## src/rtl/mips_multicycle_ctrl.sv

```systemverilog
// Multi-cycle MIPS control unit. Sequences each instruction through
// fetch/decode/execute/memory/writeback, drives the ALU function code and
// datapath selects, waits on the memory ready handshake, and raises the
// overflow / illegal-instruction exception.
module mips_multicycle_ctrl #(
    parameter bit EXC_ON_OVF     = 1'b1,
    parameter bit EXC_ON_ILLEGAL = 1'b1
) (
    input  logic        clk,
    input  logic        rst,
    input  logic [31:0] Instr,
    input  logic        ALU_Zero,
    input  logic        ALU_OverFlow,
    input  logic        Mem_Ready,
    output logic [3:0]  ALU_Func,
    output logic        ALUSrcA,
    output logic [1:0]  ALUSrcB,
    output logic        ExtSel,
    output logic        Mem_Read,
    output logic        Mem_Write,
    output logic        IorD,
    output logic        IR_Write,
    output logic        PC_Write,
    output logic [1:0]  PC_Src,
    output logic        Reg_Write,
    output logic        RegDst,
    output logic        MemToReg,
    output logic        EPC_Write,
    output logic [1:0]  Exc_Cause,
    output logic [3:0]  State
);

    typedef enum logic [3:0] {
        S_FETCH  = 4'd0,  S_DECODE = 4'd1,  S_MEMADR = 4'd2,  S_MEMRD = 4'd3,
        S_MEMWB  = 4'd4,  S_MEMWR  = 4'd5,  S_RTEXE  = 4'd6,  S_ITEXE = 4'd7,
        S_ALUWB  = 4'd8,  S_BRANCH = 4'd9,  S_JUMP   = 4'd10, S_EXC   = 4'd11
    } state_t;

    localparam logic [5:0] OP_RTYPE = 6'h00, OP_J     = 6'h02, OP_BEQ  = 6'h04,
                           OP_BNE   = 6'h05, OP_ADDI  = 6'h08, OP_ADDIU = 6'h09,
                           OP_SLTI  = 6'h0A, OP_SLTIU = 6'h0B, OP_ANDI = 6'h0C,
                           OP_ORI   = 6'h0D, OP_XORI  = 6'h0E, OP_LUI  = 6'h0F,
                           OP_LW    = 6'h23, OP_SW    = 6'h2B;

    localparam logic [3:0] F_PASSB = 4'b0000, F_ADDU = 4'b0001, F_ADD  = 4'b0010,
                           F_SUBU  = 4'b0011, F_SUB  = 4'b0100, F_AND  = 4'b0101,
                           F_OR    = 4'b0110, F_NOR  = 4'b0111, F_XOR  = 4'b1000,
                           F_SLTU  = 4'b1001, F_SLT  = 4'b1010;

    state_t     state, next_state;
    logic       ovf_q;
    logic [5:0] opcode, funct;
    logic [3:0] r_func, i_func;
    logic       r_legal, i_ext;
    logic       ovf_trap;
    state_t     illegal_next;
    logic       unused_instr_bits;

    assign opcode            = Instr[31:26];
    assign funct             = Instr[5:0];
    assign unused_instr_bits = ^Instr[25:6];
    assign ovf_trap          = ovf_q & EXC_ON_OVF;
    assign illegal_next      = EXC_ON_ILLEGAL ? S_EXC : S_FETCH;
    assign State             = state;

    // Instruction field decode: ALU function for R-type funct and I-type opcode
    always_comb begin
        // NOTE: every output of a combinational block gets a default first so no path leaves it unassigned (which would infer a latch).
        r_func  = F_PASSB;
        r_legal = 1'b1;
        i_func  = F_ADDU;
        i_ext   = 1'b1;
        case (funct)
            6'h20:   r_func = F_ADD;
            6'h21:   r_func = F_ADDU;
            6'h22:   r_func = F_SUB;
            6'h23:   r_func = F_SUBU;
            6'h24:   r_func = F_AND;
            6'h25:   r_func = F_OR;
            6'h26:   r_func = F_XOR;
            6'h27:   r_func = F_NOR;
            6'h2A:   r_func = F_SLT;
            6'h2B:   r_func = F_SLTU;
            default: r_legal = 1'b0;
        endcase
        case (opcode)
            OP_ADDI:  i_func = F_ADD;
            OP_ADDIU: i_func = F_ADDU;
            OP_ANDI:  begin i_func = F_AND;   i_ext = 1'b0; end
            OP_ORI:   begin i_func = F_OR;    i_ext = 1'b0; end
            OP_XORI:  begin i_func = F_XOR;   i_ext = 1'b0; end
            OP_SLTI:  i_func = F_SLT;
            OP_SLTIU: i_func = F_SLTU;
            OP_LUI:   begin i_func = F_PASSB; i_ext = 1'b0; end
            default:  i_func = F_ADDU;
        endcase
    end

    // State register
    always_ff @(posedge clk or posedge rst) begin
        // NOTE: sequential state is updated with non-blocking assignments so every flop samples pre-edge values.
        if (rst) state <= S_FETCH;
        else     state <= next_state;
    end

    // Overflow flag captured at the end of execute, cleared on each fetch
    always_ff @(posedge clk or posedge rst) begin
        if (rst)
            ovf_q <= 1'b0;
        else if (state == S_FETCH)
            ovf_q <= 1'b0;
        else if (state == S_RTEXE || state == S_ITEXE)
            ovf_q <= ALU_OverFlow & (ALU_Func == F_ADD || ALU_Func == F_SUB);
    end

    // Exception cause latched on entry to EXC and held until the next exception
    always_ff @(posedge clk or posedge rst) begin
        if (rst)
            Exc_Cause <= 2'b00;
        else if (next_state == S_EXC)
            Exc_Cause <= (state == S_ALUWB) ? 2'b01 : 2'b10;
    end

    // Next-state selection
    always_comb begin
        next_state = S_FETCH;
        case (state)
            S_FETCH:  next_state = Mem_Ready ? S_DECODE : S_FETCH;
            S_DECODE: begin
                case (opcode)
                    OP_LW, OP_SW:     next_state = S_MEMADR;
                    OP_RTYPE:         next_state = S_RTEXE;
                    OP_ADDI, OP_ADDIU, OP_ANDI, OP_ORI,
                    OP_XORI, OP_SLTI, OP_SLTIU, OP_LUI:
                                      next_state = S_ITEXE;
                    OP_BEQ, OP_BNE:   next_state = S_BRANCH;
                    OP_J:             next_state = S_JUMP;
                    default:          next_state = illegal_next;
                endcase
            end
            S_MEMADR: next_state = (opcode == OP_LW) ? S_MEMRD : S_MEMWR;
            S_MEMRD:  next_state = Mem_Ready ? S_MEMWB : S_MEMRD;
            S_MEMWB:  next_state = S_FETCH;
            S_MEMWR:  next_state = Mem_Ready ? S_FETCH : S_MEMWR;
            S_RTEXE:  next_state = r_legal ? S_ALUWB : illegal_next;
            S_ITEXE:  next_state = S_ALUWB;
            S_ALUWB:  next_state = ovf_trap ? S_EXC : S_FETCH;
            default:  next_state = S_FETCH;
        endcase
    end

    // Datapath controls decoded from the current state
    always_comb begin
        ALU_Func  = F_PASSB;
        ALUSrcA   = 1'b0;
        ALUSrcB   = 2'b00;
        ExtSel    = 1'b0;
        Mem_Read  = 1'b0;
        Mem_Write = 1'b0;
        IorD      = 1'b0;
        IR_Write  = 1'b0;
        PC_Write  = 1'b0;
        PC_Src    = 2'b00;
        Reg_Write = 1'b0;
        RegDst    = 1'b0;
        MemToReg  = 1'b0;
        EPC_Write = 1'b0;
        case (state)
            S_FETCH: begin
                Mem_Read = 1'b1;
                ALUSrcB  = 2'b01;
                ALU_Func = F_ADDU;
                IR_Write = Mem_Ready;
                PC_Write = Mem_Ready;
            end
            S_DECODE: begin
                ALUSrcB  = 2'b11;
                ExtSel   = 1'b1;
                ALU_Func = F_ADDU;
            end
            S_MEMADR: begin
                ALUSrcA  = 1'b1;
                ALUSrcB  = 2'b10;
                ExtSel   = 1'b1;
                ALU_Func = F_ADDU;
            end
            S_MEMRD: begin
                Mem_Read = 1'b1;
                IorD     = 1'b1;
            end
            S_MEMWB: begin
                Reg_Write = 1'b1;
                MemToReg  = 1'b1;
            end
            S_MEMWR: begin
                Mem_Write = 1'b1;
                IorD      = 1'b1;
            end
            S_RTEXE: begin
                ALUSrcA  = 1'b1;
                ALU_Func = r_func;
            end
            S_ITEXE: begin
                ALUSrcA  = 1'b1;
                ALUSrcB  = 2'b10;
                ExtSel   = i_ext;
                ALU_Func = i_func;
            end
            S_ALUWB: begin
                Reg_Write = ~ovf_trap;
                RegDst    = (opcode == OP_RTYPE);
            end
            S_BRANCH: begin
                ALUSrcA  = 1'b1;
                ALU_Func = F_SUBU;
                PC_Src   = 2'b01;
                PC_Write = (opcode == OP_BEQ) ? ALU_Zero : ~ALU_Zero;
            end
            S_JUMP: begin
                PC_Src   = 2'b10;
                PC_Write = 1'b1;
            end
            S_EXC: begin
                EPC_Write = 1'b1;
                PC_Write  = 1'b1;
                PC_Src    = 2'b11;
            end
            default: ;
        endcase
        // NOTE: reset gates the decoded outputs directly so pending memory requests drop the instant rst rises, not at the next edge.
        if (rst) begin
            ALU_Func  = F_PASSB;
            ALUSrcA   = 1'b0;
            ALUSrcB   = 2'b00;
            ExtSel    = 1'b0;
            Mem_Read  = 1'b0;
            Mem_Write = 1'b0;
            IorD      = 1'b0;
            IR_Write  = 1'b0;
            PC_Write  = 1'b0;
            PC_Src    = 2'b00;
            Reg_Write = 1'b0;
            RegDst    = 1'b0;
            MemToReg  = 1'b0;
            EPC_Write = 1'b0;
        end
    end

endmodule

```

## config.mk

```make
export PLATFORM = sky130hd
export DESIGN_NAME = mips_multicycle_ctrl
export DESIGN_NICKNAME = d
export VERILOG_FILES = /design/src/rtl/mips_multicycle_ctrl.sv
export SDC_FILE = /design/constraint.sdc
export NUM_CORES = 1
export LEC_CHECK = 0
export ABC_CLOCK_PERIOD_IN_PS = 2150
export BUFFER_PORTS_ARGS = -buffer_cell sky130_fd_sc_hd__buf_2
export CAP_MARGIN = 10
export CORE_MARGIN = 3
export CORE_UTILIZATION = 40
export CTS_BUF_LIST = sky130_fd_sc_hd__clkbuf_8
export DETAILED_ROUTE_END_ITERATION = 10
export PLACE_DENSITY = 0.82
export SETUP_SLACK_MARGIN = 0.02
export SYNTH_ARGS = -nofsm -noshare
export SYNTH_HDL_FRONTEND = slang
export SYNTH_SLANG_ARGS = --single-unit
```

## constraint.sdc

```tcl
create_clock -name clk -period 2.15 [get_ports clk]
set_clock_uncertainty 0.1 [all_clocks]
set_input_delay 0 -clock clk [delete_from_list [all_inputs] [get_ports clk]]
set_output_delay 0 -clock clk [all_outputs]
set_load 0.02 [all_outputs]
```

* Word-level counts from Yosys, hierarchy flattened *
Memories as Yosys holds them, arrays and structs flattened.
Index checks and enable logic that the tools add are counted.

word-level totals
  register bits after elaboration = 7
  bits in read-only memories = 256
  logic and storage cells = 97
  memories = 1
  bits of input ports = 37
  output and inout port bits = 25

memories
  name              words  bits a word  rd ports  clocked after memory_dff  wr ports  line  source
  (name not given)  64     4            1         0                         0         130   case (opcode)

cells by class
  reduce and logical (&&, ||, !) cells = 14
  mux-type cells = 43
  bitwise gates (word level) = 3
  equality and inequality tests = 33

operator list
  kind                                           count
  == test 6 bit, second input constant           11
  == test 6 x 4 -> 1 bit, second input constant  7
  one-hot mux 4 bit (10 select lines)            1
  one-hot mux 4 bit (8 select lines)             1
  one-hot mux 4 bit (7 select lines)             1
  2-to-1 mux 1 bit                               25
  == test 4 x 3 -> 1 bit, second input constant  5
  == test 4 bit, second input constant           5
  one-hot mux 4 bit (4 select lines)             1
  == test 4 x 2 -> 1 bit, second input constant  3
  one-hot mux 2 bit (3 select lines)             2
  OR reduction 10 bit                            1
  OR reduction 2 bit                             5
  2-to-1 mux 3 bit                               3
  2-to-1 mux 2 bit                               4
  2-to-1 mux 4 bit                               2
  OR reduction 4 bit                             2
  == test 6 x 3 -> 1 bit, second input constant  1
  logical NOT 6 bit                              1
  == test 4 x 1 -> 1 bit, second input constant  1
  logical NOT 4 bit                              1
  one-hot mux 1 bit (2 select lines)             2
  one-hot mux 1 bit (3 select lines)             1
  OR reduction 3 bit                             1
  other kinds (4)                                6

* Longest topological paths before layout *
Gate-level depths: netlist of the first run.

  depth after elaboration = 9
  depth in mapped cells = 7
  mapped depth without buffers = 6

* Worst setup path before layout of the first run *
OpenSTA, ideal clock, no wires.

  kind = register -> output
  start point = register state[1] (netlist: State[1])
  end point = output PC_Write
  cell stages (with the launch flop) = 5
  buffers on the path = 2
  arrival = 2.183 ns
  path slack = -0.133 ns
  path through = dfrtp_1 > buf_2 > buf_2 > nor2b_1 > a2111oi_0

between the ends
  word-level cells in the longest chain between the ends = 4

RTL lines
  element                               line  source
  from (decl)                           50    state_t state, next_state;
  from (signal assigned)                103   else state <= next_state;
  == test 4 bit                         168   case (state)
  OR reduction 2 bit (no line)          --
  one-hot mux 1 bit (3 select lines) *  168
  2-to-1 mux 1 bit *                    231   if (rst) begin
  to (decl)                             23    output logic PC_Write,

Mark *: on every way between the ends. The rest lies on a longest branch, timed or not.

* Final worst setup path of the first run *
  start point = register state[3] (netlist: State[3])
  end point = output ALU_Func[1]

between the ends
  word-level cells in the longest chain between the ends = 4

RTL lines
  element                                               line  source
  == test 4 x 1 -> 1 bit, or another cell as far along  168
  OR reduction 3 bit (no line)                          --
  one-hot mux 4 bit (4 select lines) *                  168
  2-to-1 mux 4 bit *                                    231
  to (decl)                                             15    output logic [3:0] ALU_Func,

Marks and branches as above.

==> results of run 1 <==
## logic make-up after synthesis
kind of cell | count (synthesis) | synth area share [%]
compound gates | 41 | 28.49
xor+xnor | 5 | 4.207
buf+inv | 16 | 6.851
flops | 7 | 16.83
mux | 3 | 3.005
simple gates | 76 | 40.62
## power by group through the flow
stage | clock [W] | combinational, W | sequential (W)
floorplan | 0 | 0.000702 | 0.000279
global placement | 0 | 0.000997 | 0.000281
detailed placement | 0 | 0.00101 | 0.000287
CTS | 0.000184 | 0.00102 | 0.000285
global route | 0.000192 | 0.00115 | 0.000301
finish | 0.000181 | 0.00104 | 0.000289
## what timing repair did
action,CTS,global route
hold buffers,1,0
endpoints found under the setup margin,0,5
endpoints found under the hold margin,7,0
gates resized for setup,0,3
setup buffers,0,3
## routing by layer
metal / up-vias / wire length (um) / track usage (%)
met1: 582 / 1365 / 26.31
li1: 644 / - / -
met2: 52 / 1481 / 31.48
met4: 0 / 16 / 4.967
met3: 2 / 227 / 2.715
met5: - / 0 / 0
## cell usage after synthesis, drive strengths merged, types with 4 or more instances
cell type   n  area (sq um)
and3        5         32.53
buf         8         41.29
nor3        5         25.02
nand2b      6         37.54
a21oi       9         45.04
nor2       18         70.07
nand2      17         66.32
o21ai       8         40.04
inv         6         22.52
nor4        4         25.02
dfrtp       7         175.2
nor2b       4         25.02
a21boi      4         30.03
## path summary, 6_finish.rpt
path	slack (ps)	end	cells after the start	from
min in group asynchronous	280	Exc_Cause[0]$_DFFE_PP0N_	3	rst
max	110	ALU_Func[1]	5	State[3]$_DFF_PP0_
min	20	ovf_q$_DFFE_PP0P_	4	ALU_OverFlow
min reg2reg	380	Exc_Cause[1]$_DFFE_PP0N_	1	Exc_Cause[1]$_DFFE_PP0N_
max reg2reg	240	ovf_q$_DFFE_PP0P_	4	State[3]$_DFF_PP0_
max in group asynchronous	1390	State[2]$_DFF_PP0_	3	rst
## cells in the final DEF (no fill, tap or decap), types with 2 or more instances in the layout
cell type	n
a21oi_1	9
and2_1	3
dfrtp_1	5
o211ai_1	3
nand2_1	16
xnor2_1	2
mux2i_1	2
nand3b_1	2
nor2b_1	4
buf_4	11
nor3_1	4
o32a_1	2
and3_1	4
buf_2	41
nor2_1	17
a21boi_0	3
dfrtp_2	2
nor3b_1	3
inv_1	7
clkbuf_8	3
o221ai_1	2
xor2_1	3
nor4_1	4
nand3_1	3
o21ai_0	8
nand2b_1	6
## sequential cells by signal, summed over array words and instances (netlist names)
name       flops
ovf_q          1
Exc_Cause      2
State          4
## through the flow
step / cells / setup slack (ps) / power, W
finish: 223 / 110.0 / 0.001506
global route: 223 / 23.72 / 0.001641
global placement: 215 / 242.5 / 0.001278
floorplan: 148 / 111.9 / 0.0009817
CTS: 220 / 60.17 / 0.001484
detailed placement: 215 / 225.0 / 0.001297
## worst reg2reg max path: stages, from the launching register on
cell and delay [ps]:
dfrtp_1 500, nand3b_1 320, buf_4 200, or4_1 480, o31ai_2 230
## final cells by class
cell class	instances	area (sq um)
clock buffers	3	41.29
clock inverters	1	3.754
fillers	231	960.9
inverters	6	22.52
multi-input cells	125	800.8
flip-flops and latches	7	177.7
well taps	28	35.03
repair buffers	53	297.8
==> impl_metrics.tcl, run 1 <==
set metrics [dict create \
    grt.total_usage_pct 19.15 \
    grt_pass1_vias 1153 \
    vdd_drop_max_v 0.0005835 \
    synth-edff-count 0 \
    cts.sinks 7 \
    dp_hpwl_mm 2.403 \
    p_int_w 0.0007376 \
    drv_cap 0 \
    cp_top_family "compound AO/OA/AOI/OAI gates" \
    critPathRequiredTime_ps 2050 \
    antenna_found_initial 0 \
    clk_latency_ps 230 \
    drtPass1Iterations 4 \
    synthCells 148 \
    tightest_slew_ps 374.1 \
    final_core_util_pct 58.93 \
    cts_tree "built" \
    synth_ff_type "dfrtp_1" \
    period_share_pct 94.88 \
    synth-seq-cells 7 \
    path_cells "nand3b_1 -> o32a_1 -> o22ai_2 -> nor2b_1 -> buf_2" \
    finalInstanceArea_sq_um 1379 \
    grt_pass1_wl_mm 5.119 \
    hp-class "input port to flip-flop" \
    tns_ps 0 \
    die_area_sq_um 3251 \
    seqPwrFrac_pct 19.2 \
    cts_buffers 3 \
    worst_path_largest_cell_delay_ps 500 \
    drive_gt1_share_pct 34.87 \
    combinationalPowerShare_pct 68.9 \
    wl_per_cell_um 13.86 \
    p_leak_nw 0.6448 \
    die_w_um 57.02 \
    grt_setup_unrepaired "no" \
    syn_area_sq_um 1041 \
    clockRootBuffer "clkbuf_8" \
    cp.arrival_ps 1940 \
    area_delta_synth_final_pct 32.45 \
    drtIter0Drc 31 \
    ys_seq_area_share_pct 16.83 \
    grt_overflow_total 0 \
    relSlewSlack_pct 74.80 \
    worstSetupPathType "flip-flop to output port" \
    setup_viol 0 \
    p_sw_share_pct 51.04 \
    slew_viol_final 0 \
    start_util_pct 44.49 \
    ys_types 50 \
    status "completed" \
    antennaDiodeCount 0 \
    die_h_um 57.02 \
    placed_area_sq_um 1294 \
    io_pins 62 \
    synth-warning-count 0 \
    final_nets 233 \
    vias 1280 \
    synth.avg_cell_area_sq_um 7.034 \
    power_frac_clock_pct 12.0 \
    place.gp.congestion 0.8706 \
    crit_path_start_kind "flip-flop" \
    cts.reportedPaths.clkPinSlew_ps 40 \
    core_area_sq_um 2340 \
    path_max_fanout 10 \
    worst-path-buf-inv 1 \
    rows 17 \
    drcViolationCount 0 \
    drt_wl_total_mm 3.091 \
    viasPerCell 5.740 \
    cts.path.max_buffers 2 \
    powerDensity_nw_per_um2 1093 \
    end_kind "output port" \
    fmax_mhz 490.2 \
    port_buffers 41 \
    grt_start_max_net_pins 14 \
    switching_power_w 0.0007688 \
    htreeDepth 1 \
    period_minus_slack_ps 2040 \
    fin_hold_ws_ps 15.29 \
    ant_nets 0 \
    crit_path_top_delay_cell "dfrtp_1" \
    synth_fp_nets 185 \
    synthArstFlopShare_pct 100.0 \
    hold_violations 0 \
]
No activity file was read; power rests on OpenSTA's default activity.
==> inputs of run 2 (changes only) <==
ABC_CLOCK_PERIOD_IN_PS = 2600   (was 2150)
clock period = 2.6 ns   (was 2.15 ns; I/O delays follow)
==> impl_metrics.tcl, run 2 (same netlist as run 1, synthesis figures left out) <==
set metrics [dict create \
    drcViolationCount 0 \
    grt_pass1_vias 1123 \
    clk_latency_ps 230 \
    powerDensity_nw_per_um2 901.2 \
    critPathRequiredTime_ps 2500 \
    vias 1278 \
    switching_power_w 0.0006194 \
    status "completed" \
    drv_cap 0 \
    power_frac_clock_pct 13.3 \
    period_minus_slack_ps 2119 \
    relSlewSlack_pct 63.41 \
    io_pins 62 \
    htreeDepth 1 \
    hp-class "input port to flip-flop" \
    drt_wl_total_mm 3.002 \
    cp.arrival_ps 2020 \
    path_max_fanout 22 \
    cts.sinks 7 \
    grt_overflow_total 0 \
    end_kind "output port" \
    period_share_pct 81.52 \
    cts_resized 0 \
    tns_ps 0 \
    grt.total_usage_pct 18.37 \
    final_cell_mix "buf_2 (41), nor2_1 (17), nand2_1 (16), a21oi_1 (9), o21ai_0 (8)" \
    postCtsHoldBufs 1 \
    setup_viol 0 \
    total_power_w 0.001187 \
    antennaDiodeCount 0 \
    seqPwrFrac_pct 19.7 \
    p_int_w 0.0005680 \
    largest_reg_flops 4 \
    drive_gt1_share_pct 30.85 \
    tightest_slew_ps 548.9 \
    dp_hpwl_mm 2.333 \
    worstSetupPathType "flip-flop to output port" \
    fmax_mhz 471.8 \
    die_area_sq_um 3251 \
    clockRootBuffer "clkbuf_8" \
    antenna_found_initial 0 \
    p_leak_nw 0.6134 \
    finalInstanceArea_sq_um 1318 \
    rows 17 \
    port_buffers 41 \
    die_w_um 57.02 \
    area_delta_synth_final_pct 26.56 \
    drtIter0Drc 63 \
    die_h_um 57.02 \
    crit_path_start_kind "flip-flop" \
    postCtsSetupBuffers 0 \
    cts_tree "built" \
    start_util_pct 44.49 \
    final_nets 226 \
    cts.reportedPaths.clkPinSlew_ps 50 \
    place.gp.congestion 0.8857 \
    viasPerCell 5.917 \
    layout_commonest_cell "buf_2" \
    grt_setup_unrepaired "no" \
    slew_viol_final 0 \
    cts_buffers 3 \
    vdd_drop_max_v 0.0004556 \
    ant_nets 0 \
    combinationalPowerShare_pct 67.0 \
    grt_start_max_net_pins 23 \
    core_area_sq_um 2340 \
    grt_pass1_wl_mm 4.912 \
    p_sw_share_pct 52.16 \
    cts.path.max_buffers 2 \
    wl_per_cell_um 13.90 \
    placed_area_sq_um 1262 \
    hold_violations 0 \
    drtPass1Iterations 4 \
]
## run 2: final timing paths
check                      cells after the start  slack [ps]                     start                  endpoint
min reg2reg                                    1         390  Exc_Cause[1]$_DFFE_PP0N_  Exc_Cause[1]$_DFFE_PP0N_
max in group asynchronous                      3        1860                       rst  Exc_Cause[0]$_DFFE_PP0N_
min                                            4          30              ALU_OverFlow         ovf_q$_DFFE_PP0P_
max                                            5         480        State[2]$_DFF_PP0_               ALU_Func[0]
min in group asynchronous                      3         270                       rst         ovf_q$_DFFE_PP0P_
max reg2reg                                    6         550        State[0]$_DFF_PP0_  Exc_Cause[0]$_DFFE_PP0N_
## run 2: worst max-delay path, stage by stage (launching register included)
cell and delay [ps]:
dfrtp_1 460, buf_4 280, nor3b_1 350, o221ai_1 180, a21oi_1 280, buf_2 220
## run 2: metal layers
metal  routed length (um)  vias to the layer above  global-route usage, %
met5                    0                        -                      0
met4                   38                        0                  5.960
met3                  321                        5                  3.394
met2                 1300                       77                  29.20
met1                 1342                      574                  25.10
li1                     -                      622                      -
## run 2: power by group through the flow
stage	logic (W)	clock network (W)	registers [W]
floorplan	0.000579	0	0.000231
global placement	0.000782	0	0.000231
detailed placement	0.000790	0	0.000232
CTS	0.000794	0.000156	0.000231
global route	0.000881	0.000160	0.000244
finish	0.000795	0.000158	0.000234
## run 2: final cells by class
class / count / area [sq um]
inverters: 6 / 22.52
well taps: 28 / 35.03
clock buffers: 3 / 41.29
repair buffers: 46 / 245.2
flip-flops and latches: 7 / 175.2
multi-input cells: 125 / 794.5
fillers: 247 / 1022
clock inverters: 1 / 3.754
## run 2: metrics by stage
stage | worst slack (ps) | utilization, % | std cells | hold slack, ps
after floorplan | 317.2 | - | 148 | -88.46
after global placement | 614.1 | 53.96 | 211 | -39.52
after detailed placement | 605.3 | 53.96 | 211 | -31.49
after CTS | 516.6 | 56.31 | 216 | 31.65
after global routing | 276.4 | 56.31 | 216 | 43.36
final | 480.6 | 56.31 | 216 | 29.45
